`config.mk`:
```
export PLATFORM = sky130hd
export DESIGN_NAME = rc6_job_scheduler
export DESIGN_NICKNAME = d
export VERILOG_FILES = /design/src/rtl/rc6_job_scheduler.sv
export SDC_FILE = /design/constraint.sdc
export NUM_CORES = 1
export LEC_CHECK = 0
export CORE_AREA = 3 3 553 555
export DETAILED_ROUTE_END_ITERATION = 7
export DIE_AREA = 0 0 556 558
export GPL_TIMING_DRIVEN = 0
export PLACE_DENSITY = 0.3
export SYNTH_ARGS = -nofsm -noshare
export SYNTH_HDL_FRONTEND = slang
export SYNTH_SLANG_ARGS = --single-unit
```
`constraint.sdc`:
```
create_clock -name inClk -period 4.8 [get_ports inClk]
set_input_delay 1.2 -clock inClk [delete_from_list [all_inputs] [get_ports inClk]]
set_output_delay 1.2 -clock inClk [all_outputs]
set_load 0.02 [all_outputs]
```
`src/rtl/rc6_job_scheduler.sv`:
```
// Two-channel round-robin job scheduler in front of an RC6 core (256-bit key, 128-bit block).
// Optional last-key cache enabled by defining RC6_KEY_CACHE_EN.
module rc6_job_scheduler #(
    parameter int BUSY_GAP = 2
) (
    input  logic         inClk,
    input  logic         inReset,
    input  logic         inReqValid0,
    input  logic         inReqValid1,
    output logic         outReqReady0,
    output logic         outReqReady1,
    input  logic [255:0] inReqKey0,
    input  logic [255:0] inReqKey1,
    input  logic [127:0] inReqData0,
    input  logic [127:0] inReqData1,
    output logic         outRspValid,
    input  logic         inRspReady,
    output logic         outRspId,
    output logic [127:0] outRspData,
    output logic         outCoreKeyWr,
    output logic         outCoreDataWr,
    output logic [255:0] outCoreKey,
    output logic [127:0] outCoreData,
    input  logic         inCoreBusy,
    input  logic [127:0] inCoreData,
    output logic         outIdle
);

    typedef enum logic [2:0] {
        IDLE      = 3'd0,
        KEY_WR    = 3'd1,
        KEY_WAIT  = 3'd2,
        DATA_WR   = 3'd3,
        DATA_WAIT = 3'd4,
        RESP      = 3'd5
    } state_t;

    localparam logic [3:0] GAP_LOAD = 4'(BUSY_GAP - 1);

    state_t        state_r;
    state_t        state_n;
    logic          last_grant_r;
    logic          id_r;
    logic [3:0]    gap_r;
    logic          grant0_s;
    logic          grant1_s;
    logic          accept_s;
    logic          hit_s;
    logic          gap_done_s;
    logic [255:0]  sel_key_s;
    logic [127:0]  sel_data_s;

    // Round-robin grant: on a tie the channel that did not win last time goes.
    assign grant0_s     = inReqValid0 & (~inReqValid1 | last_grant_r);
    assign grant1_s     = inReqValid1 & (~inReqValid0 | ~last_grant_r);
    assign outReqReady0 = (state_r == IDLE) & grant0_s;
    assign outReqReady1 = (state_r == IDLE) & grant1_s;
    assign accept_s     = outReqReady0 | outReqReady1;
    assign sel_key_s    = grant1_s ? inReqKey1 : inReqKey0;
    assign sel_data_s   = grant1_s ? inReqData1 : inReqData0;
    assign gap_done_s   = (gap_r == 4'd0) & ~inCoreBusy;

`ifdef RC6_KEY_CACHE_EN
    logic [255:0] cache_key_r;
    logic         cache_valid_r;

    assign hit_s = cache_valid_r & (sel_key_s == cache_key_r);

    // Last-loaded key register; valid only once the core has actually taken the key.
    always_ff @(posedge inClk) begin
        if (inReset) begin
            cache_key_r   <= 256'd0;
            cache_valid_r <= 1'b0;
        end else if (state_r == KEY_WR) begin
            cache_key_r   <= outCoreKey;
            cache_valid_r <= 1'b1;
        end
    end
`else
    assign hit_s = 1'b0;
`endif

    // Next-state decode.
    always_comb begin
        state_n = state_r;
        case (state_r)
            IDLE: begin
                if (accept_s) begin
                    state_n = hit_s ? DATA_WR : KEY_WR;
                end else begin
                    state_n = IDLE;
                end
            end
            KEY_WR:   state_n = KEY_WAIT;
            KEY_WAIT: begin
                if (gap_done_s) begin
                    state_n = DATA_WR;
                end else begin
                    state_n = KEY_WAIT;
                end
            end
            DATA_WR:  state_n = DATA_WAIT;
            DATA_WAIT: begin
                if (gap_done_s) begin
                    state_n = RESP;
                end else begin
                    state_n = DATA_WAIT;
                end
            end
            RESP: begin
                if (inRspReady) begin
                    state_n = IDLE;
                end else begin
                    state_n = RESP;
                end
            end
            default:  state_n = IDLE;
        endcase
    end

    // State register and registered strobes/flags decoded from the next state.
    always_ff @(posedge inClk) begin
        if (inReset) begin
            state_r       <= IDLE;
            outCoreKeyWr  <= 1'b0;
            outCoreDataWr <= 1'b0;
            outRspValid   <= 1'b0;
            outIdle       <= 1'b1;
        end else begin
            state_r       <= state_n;
            outCoreKeyWr  <= (state_n == KEY_WR);
            outCoreDataWr <= (state_n == DATA_WR);
            outRspValid   <= (state_n == RESP);
            outIdle       <= (state_n == IDLE);
        end
    end

    // Job capture on accept; key and plaintext stay on the core ports for the whole job.
    always_ff @(posedge inClk) begin
        if (inReset) begin
            outCoreKey   <= 256'd0;
            outCoreData  <= 128'd0;
            id_r         <= 1'b0;
            last_grant_r <= 1'b1;
        end else if (accept_s) begin
            outCoreKey   <= sel_key_s;
            outCoreData  <= sel_data_s;
            id_r         <= grant1_s;
            last_grant_r <= grant1_s;
        end
    end

    // Busy-sample gap: loaded while the strobe is out, counts down in the wait states.
    always_ff @(posedge inClk) begin
        if (inReset) begin
            gap_r <= 4'd0;
        end else if ((state_r == KEY_WR) || (state_r == DATA_WR)) begin
            gap_r <= GAP_LOAD;
        end else if (((state_r == KEY_WAIT) || (state_r == DATA_WAIT)) && (gap_r != 4'd0)) begin
            gap_r <= gap_r - 4'd1;
        end
    end

    // Response capture when the core finishes the data phase.
    always_ff @(posedge inClk) begin
        if (inReset) begin
            outRspData <= 128'd0;
            outRspId   <= 1'b0;
        end else if ((state_r == DATA_WAIT) && gap_done_s) begin
            outRspData <= inCoreData;
            outRspId   <= id_r;
        end
    end

endmodule
```
After elaboration in Yosys (flattened, before gate mapping)
Index checks and enable logic that the tools add are counted.
{ "word_totals": {"ff_bits": 526, "input_bits": 902, "output_inout_bits": 519, "wordCells": 53} }
{ "classes": {"add_sub_neg": 1, "n_eq_ne": 8, "muxes": 9, "bitwise_logic": 12, "reduce_logical": 10} }
{ "op_table": {"columns": ["operator", "n"], "rows": [
  ["2-to-1 mux 256 bit", 1],
  ["2-to-1 mux 128 bit", 1],
  ["case mux 3 bit (6 select lines)", 1],
  ["equality test 3 x 2 -> 1 bit (second input constant)", 3],
  ["equality test 3 bit (second input constant)", 3],
  ["equality test 3 x 1 -> 1 bit (second input constant)", 2],
  ["zero test 3 bit", 2],
  ["AND 1 bit", 5],
  ["2-to-1 mux 1 bit", 5],
  ["zero test 4 bit", 1],
  ["NOT 1 bit", 4],
  ["nonzero test 4 bit", 1],
  ["subtractor 4 x 1 -> 4 bit (second input constant)", 1],
  ["2-to-1 mux 3 bit", 1],
  ["bitwise OR 1 bit", 3],
  ["logical AND 1 bit", 2],
  ["logical OR 1 bit", 2],
  ["nonzero test 2 bit", 1],
  ["OR reduction 2 bit", 1]
]} }

Depth between registers and ports, before layout
Gate-level depths: netlist of the first run.
{ "depth": {"ltp_word": 8, "mapped_depth": 8, "mapped_depth_nobuf": 6} }

Worst setup path after synthesis of the first run
No wires, ideal clock.
{ "synth_timing": {"path_kind": "input -> output", "from": "input inReqValid1", "to": "output outReqReady0", "t_arrival_ns": 2.067, "required_time_ns": 3.600, "setup_slack_ns": 1.533, "cell_stages": 5, "n_path_buf": 2, "cell_sequence": "nor2b_1 -> nand2b_1 -> buf_2 -> clkbuf_1 -> nor2_1"} }
{ "synth_between": {"elab_chain_len": 4} }
{ "synth_lines": {"columns": ["element", "line", "source"], "rows": [
  ["from (decl)", "9", "input logic inReqValid1,"],
  ["NOT 1 bit", "54", "assign grant0_s = inReqValid0 & (~inReqValid1 | last_grant_r);"],
  ["bitwise OR 1 bit", "54", null],
  ["AND 1 bit", "54", null],
  ["AND 1 bit", "56", "assign outReqReady0 = (state_r == IDLE) & grant0_s;"],
  ["to (decl)", "10", "output logic outReqReady0,"]
]} }
No other way between the ends.

Worst setup path in the final report of the first run
Ends and elaborated chain as after synthesis.

==> results of run 1 <==
[worst min-delay path: stages, from the launching register on]
cell,delay [ns]
dfxtp_1,0.30
nand2_1,0.05
a21oi_1,0.05
[state kept, by name (all words and copies together), names as in the netlist]
| name | count |
|---|---|
| outRspValid | 1 |
| state_r | 3 |
| outCoreKey | 256 |
| outCoreData | 128 |
| outIdle | 1 |
| outCoreDataWr | 1 |
| outRspData | 128 |
| gap_r | 4 |
| id_r | 1 |
| outRspId | 1 |
| last_grant_r | 1 |
| outCoreKeyWr | 1 |
[synth_stat cells (4+ instances only)]
library cell,number
nand2_1,262
o22ai_1,384
a211oi_1,352
nor2_1,393
buf_2,45
buf_4,36
clkbuf_1,164
a211oi_2,33
xnor2_1,5
buf_1,9
a21oi_1,133
buf_6,4
dfxtp_1,526
[what timing repair did]
action	in CTS	in global routing
setup endpoints to repair	2	1
gates cloned	0	0
gates resized for setup	2	1
pin swaps	0	0
[worst min-delay path by stage]
| stage | start | endpoint | slack, ns |
|---|---|---|---|
| 3_3_place_gp | outRspData[81]$_SDFFE_PP0N_ | outRspData[81]$_SDFFE_PP0N_ | 0.45 |
| 4_1_cts | outRspData[33]$_SDFFE_PP0N_ | outRspData[33]$_SDFFE_PP0N_ | 0.46 |
| 6_report | outRspData[33]$_SDFFE_PP0N_ | outRspData[33]$_SDFFE_PP0N_ | 0.46 |
| 5_1_grt | outRspData[87]$_SDFFE_PP0N_ | outRspData[87]$_SDFFE_PP0N_ | 0.48 |
| 3_5_place_dp | outRspData[81]$_SDFFE_PP0N_ | outRspData[81]$_SDFFE_PP0N_ | 0.45 |
| 2_1_floorplan | id_r$_SDFFE_PP0N_ | outRspId$_SDFFE_PP0N_ | 0.43 |
[area by class of cell]
| type | instances | area, um^2 | area share |
|---|---|---|---|
| antenna | 30 | 75.1 | 0.00176 |
| clock buffer | 112 | 2290 | 0.0539 |
| timing repair buffer | 1422 | 14300 | 0.335 |
| sequential | 526 | 10500 | 0.247 |
| buffer | 256 | 1190 | 0.0280 |
| inverter | 3 | 11.3 | 0.000265 |
| tap | 3978 | 4980 | 0.117 |
| multi-input combinational | 1591 | 8870 | 0.209 |
| clock inverter | 29 | 327 | 0.00767 |
[layer usage]
metal	track usage	up-vias	routed length, um	share of wire
met2	0.230	1439	105000	0.46
met1	0.154	12609	85900	0.38
li1	-	11788	-	-
met3	0.0742	325	29300	0.13
met5	0	-	461	0.0020
met4	0.0439	70	8090	0.035
[cell families after synthesis]
group | after synthesis | synth area share
adder cells (fa/ha/maj) | 2 | 0.00121
AO/OA/AOI/OAI | 907 | 0.299
AND/OR/NAND/NOR | 677 | 0.128
flip-flops | 526 | 0.511
XOR/XNOR | 5 | 0.00213
buffers and inverters | 261 | 0.0583
[per-stage QoR]
step	utilization	std cells
after detailed placement	0.132	7778
after floorplan	-	2378
final	0.141	7947
after global placement	0.132	7775
after CTS	0.141	7917
after global routing	0.141	7934
[power by group through the flow]
stage / Sequential, mW / Combinational, mW / Clock (mW)
after CTS: 6.03 / 9.57 / 6.29
final: 6.01 / 9.33 / 6.04
after global routing: 6.13 / 10.0 / 6.42
after floorplan: 7.12 / 2.80 / 0
after detailed placement: 6.10 / 9.54 / 0
after global placement: 6.07 / 9.53 / 0
==> flow_summary.yaml, run 1 <==
yosys:
  synth_seq_cells: 526
  postSynth.asyncResetShare: 0
  synth.avg_cell_area_um2: 8.66
  syn_area_um2: 20600
  synth_fp_nets: 3282
  synth_area_leaders: "dfxtp_1 (51%), a211oi_1 (13%), o22ai_1 (12%)"
  yosys.area.top_type: "dfxtp_1"
  synth_edf_count: 0
  synth_ff_type: "dfxtp_1"
  synth.distinct_cells: 34
  ys_warn_count: 0
  synth_seq_area_share: 0.511
  netlist.area_leader.share: 0.511
  syn_inst: 2378
timing:
  slew_headroom: 0.132
  tightest_slew_ns: 1.30
  slew_violations: 0
  setup_ws_ns: 0.260
  hold_viol: 0
  rsz0062_at_grt: "no"
  whs_ns: 0.457
  timing.fmax_ghz: 0.220
  fin_tns_setup_ns: 0
  setup_viol: 0
  period_needed_ns: 4.54
  period_share: 0.946
  fin_skew_ns: 0.0587
clocking:
  clock_latency_ns: 0.79
  cts.sinks: 526
  clkTransAtPathRegs_ns: 0.05
  hold_buffers: 0
  post_cts_buffers: 0
  cts_tree: "yes"
  cts_root_buf: "clkbuf_16"
  clockBufferDepth: 4
  cts_buffers: 81
  htreeDepth: 3
grt:
  antenna_found_initial: 107
  grt_overflow: 0
  grt_pass1_wl_mm: 285
  grt_max_degree: 20
  grt_util_all_layers: 0.140
  grt_pass1_vias: 26457
worst_setup_path:
  crit_slowest_cell: "clkdlybuf4s50_1"
  cpMostUsedCell: "clkdlybuf4s50_1"
  ff2ff_path_depth: 7
  reg2reg_from: "last_grant_r$_SDFFE_PP1N_"
  critPathLaunch: "inReqValid1"
  reg2reg_slack_ns: 1.33
  crit_arrival_ns: 3.34
  setup.worst_path.end: "outReqReady0"
  cp.depth: 6
  endpoint_kind: "output port"
  cp_max_fo: 16
  worst_setup_path_start_kind: "primary input"
  worstPathRequired_ns: 3.60
  path_class: "primary input to output port"
  crit_path_max_incr_delay_ns: 0.90
  path_buf_inv: 3
  timing.rr.end: "outCoreData[87]$_SDFFE_PP0N_"
  cpLargestDelayFamily: "buffers and inverters"
  crit_chain: "clkdlybuf4s50_1 -> nor2b_1 -> nand2b_1 -> clkbuf_4 -> nor2_1 -> clkdlybuf4s50_1"
power_and_ir_drop:
  p_clk_frac: 0.283
  finalPower_mw: 21.4
  p_int_mw: 12.5
  switching_share: 0.415
  ir_drop_uv: 193
  powerDensity_nw_per_um2: 502
  combinationalPowerShare: 0.436
  p_leak_nw: 13.8
  pwr-share-seq: 0.281
  switchingPower_mw: 8.88
final_layout:
  finalNetCount: 4785
  layout_commonest_cell: "clkdlybuf4s50_1"
  stdcell_area_um2: 42500
  drive_gt1_frac: 0.0645
  area_delta_synth_final_pct: 107
  layout_common_cells: "clkdlybuf4s50_1 (1418), dfxtp_1 (526), nor2_1 (393)"
  fill_cells: 34443
place:
  post_dp_cell_area_um2: 39900
  dpl_worst_slack_ns: -0.454
  io_buffers: 1419
  place_congestion: 0.894
  dp_hpwl_mm: 200
routing:
  final_antenna_net_count: 0
  drtIter0Drc: 1635
  via_per_inst: 3.30
  drc: 0
  dr.pass1.iters: 8
  vias: 26231
  wl_per_cell_um: 28.8
  drt_wl_total_mm: 229
floorplanning:
  fp.coreArea_um2: 302000
  top_level_ports: 1421
  die_area_um2: 310000
  dieWidth_um: 556
  rows: 202
  fp.dieH_um: 558
  initial_core_util: 0.0682
worst_hold_path:
  holdCritPathClass: "flop to flop"
  hold_depth: 2
flow_run:
  maxCapViolCount: 0
status:
  outcome: "completed"
Note: power is estimated with default switching activity, not from simulation.
==> run 2: changes to the inputs <==
Settings changed: CORE_AREA 3 3 553 555 to 2 2 552 554, DIE_AREA 0 0 556 558 to 0 0 554 556.
==> run 2 against run 1 <==
- clock skew is 0.021 ns higher
- clock power fell by 1%
- total power down 0.16%
- count of clock-buffer cells in the layout increased by 3
- core utilization barely moved
- sequential share of layout area about the same
- cell count barely moved
- die area down 0.72%
- largest power group unchanged
==> flow_summary.yaml, run 2 (synthesis results as in run 1) <==
grt:
  grt_overflow: 0
  grt_util_all_layers: 0.145
  grt_pass1_wl_mm: 291
  antenna_found_initial: 116
  grt_pass1_vias: 26259
  grt_max_degree: 20
floorplanning:
  top_level_ports: 1421
  fp.dieH_um: 556
  initial_core_util: 0.0682
  dieWidth_um: 554
  fp.coreArea_um2: 302000
  rows: 202
  die_area_um2: 308000
place:
  dpl_worst_slack_ns: -0.971
  dp.cells: 7777
  place_congestion: 0.947
  io_buffers: 1419
  post_dp_cell_area_um2: 39800
  dp_hpwl_mm: 205
clocking:
  clockBufferDepth: 4
  htreeDepth: 3
  cts.sinks: 526
  clkTransAtPathRegs_ns: 0.05
  cts_buffers: 80
  cts_root_buf: "clkbuf_16"
  cts_tree: "yes"
  clock_latency_ns: 0.79
  post_cts_buffers: 0
timing:
  setup_ws_ns: 0.217
  fin_tns_setup_ns: 0
  fin_skew_ns: 0.0795
  period_needed_ns: 4.58
  rsz0062_at_grt: "no"
  whs_ns: 0.454
  period_share: 0.955
  setup_viol: 0
  timing.fmax_ghz: 0.218
  slew_violations: 0
  tightest_slew_ns: 1.17
  slew_headroom: 0.222
  hold_viol: 0
worst_setup_path:
  timing.rr.end: "outCoreData[44]$_SDFFE_PP0N_"
  reg2reg_from: "last_grant_r$_SDFFE_PP1N_"
  cp.depth: 6
  critPathLaunch: "inReqValid1"
  setup.worst_path.end: "outReqReady0"
  path_class: "primary input to output port"
  crit_arrival_ns: 3.38
  ff2ff_path_depth: 7
  worst_setup_path_start_kind: "primary input"
  reg2reg_slack_ns: 1.13
  cp_max_fo: 16
  endpoint_kind: "output port"
  crit_slowest_cell: "clkdlybuf4s50_1"
  cpMostUsedCell: "clkdlybuf4s50_1"
  cpLargestDelayFamily: "buffers and inverters"
  worstPathRequired_ns: 3.60
  crit_path_max_incr_delay_ns: 0.91
  path_buf_inv: 3
  crit_chain: "clkdlybuf4s50_1 -> nor2b_1 -> nand2b_1 -> buf_4 -> nor2_1 -> clkdlybuf4s50_1"
routing:
  final_antenna_net_count: 0
  drc: 0
  drt_wl_total_mm: 233
  vias: 26431
  dr.pass1.iters: 5
  wl_per_cell_um: 29.4
  via_per_inst: 3.33
  drtIter0Drc: 1800
final_layout:
  finalNetCount: 4783
  drive_gt1_frac: 0.0640
  stdcell_count: 7943
  area_delta_synth_final_pct: 106
  layout_common_cells: "clkdlybuf4s50_1 (1418), dfxtp_1 (526), nor2_1 (393)"
  stdcell_area_um2: 42500
  layout_commonest_cell: "clkdlybuf4s50_1"
  largest_register_ffs: 256
  final_util: 0.141
  top_register: "outCoreKey"
  reg_top3: "outCoreKey x256, outCoreData x128, outRspData x128"
power_and_ir_drop:
  p_leak_nw: 13.8
  finalPower_mw: 21.3
  powerDensity_nw_per_um2: 502
  ir_drop_uv: 308
worst_hold_path:
  holdCritPathClass: "flop to flop"
flow_run:
  maxCapViolCount: 0
status:
  outcome: "completed"
run 2: worst min path at each step:
stage	cells past startpoint	from	slack (ns)	endpoint
after detailed placement	2	outRspData[105]$_SDFFE_PP0N_	0.45	outRspData[105]$_SDFFE_PP0N_
after global routing	2	outRspData[32]$_SDFFE_PP0N_	0.47	outRspData[32]$_SDFFE_PP0N_
after CTS	2	outRspData[105]$_SDFFE_PP0N_	0.46	outRspData[105]$_SDFFE_PP0N_
final	2	outRspData[105]$_SDFFE_PP0N_	0.45	outRspData[105]$_SDFFE_PP0N_
after floorplan	2	id_r$_SDFFE_PP0N_	0.43	outRspId$_SDFFE_PP0N_
after global placement	2	outRspData[32]$_SDFFE_PP0N_	0.45	outRspData[32]$_SDFFE_PP0N_
run 2: area by class of cell:
| class | count | area, um^2 |
|---|---|---|
| diodes | 30 | 75.1 |
| plain buffers | 256 | 1190 |
| clock buffers | 115 | 2310 |
| clock inverters | 23 | 245 |
| fillers | 34397 | 260000 |
| inverters | 3 | 11.3 |
| multi-input cells | 1591 | 8880 |
| flip-flops and latches | 526 | 10500 |
| well taps | 3978 | 4980 |
| repair buffers | 1421 | 14300 |
run 2: worst register-to-register path, cell delays in order (launching register included):
cell and delay, ns:
dfxtp_1 0.32, nor2b_1 0.13, nand2b_1 0.11, buf_4 0.40, buf_2 0.85, clkbuf_1 0.93, o22ai_1 0.54, a211oi_1 0.34
run 2: timing repair:
| action | CTS | global route |
|---|---|---|
| setup endpoints to repair | 9 | 1 |
| gates resized for setup | 3 | 1 |
| endpoints found under the hold margin | 0 | 0 |
| hold buffers | 0 | 0 |
run 2: routing by layer:
metal  up-vias  wire length, um  track usage
li1      11814                -            -
met1     12795            95000        0.173
met2      1486           108000        0.239
met3       292            25000       0.0604
met4        44             5220       0.0313
met5         -              279            0
run 2: report_power, final:
part	leakage, nW	internal (mW)	switching (mW)	total (mW)
clock network	1.26	3.51	2.45	5.95
logic	8.21	3.52	5.87	9.39
registers	4.34	5.38	0.627	6.00
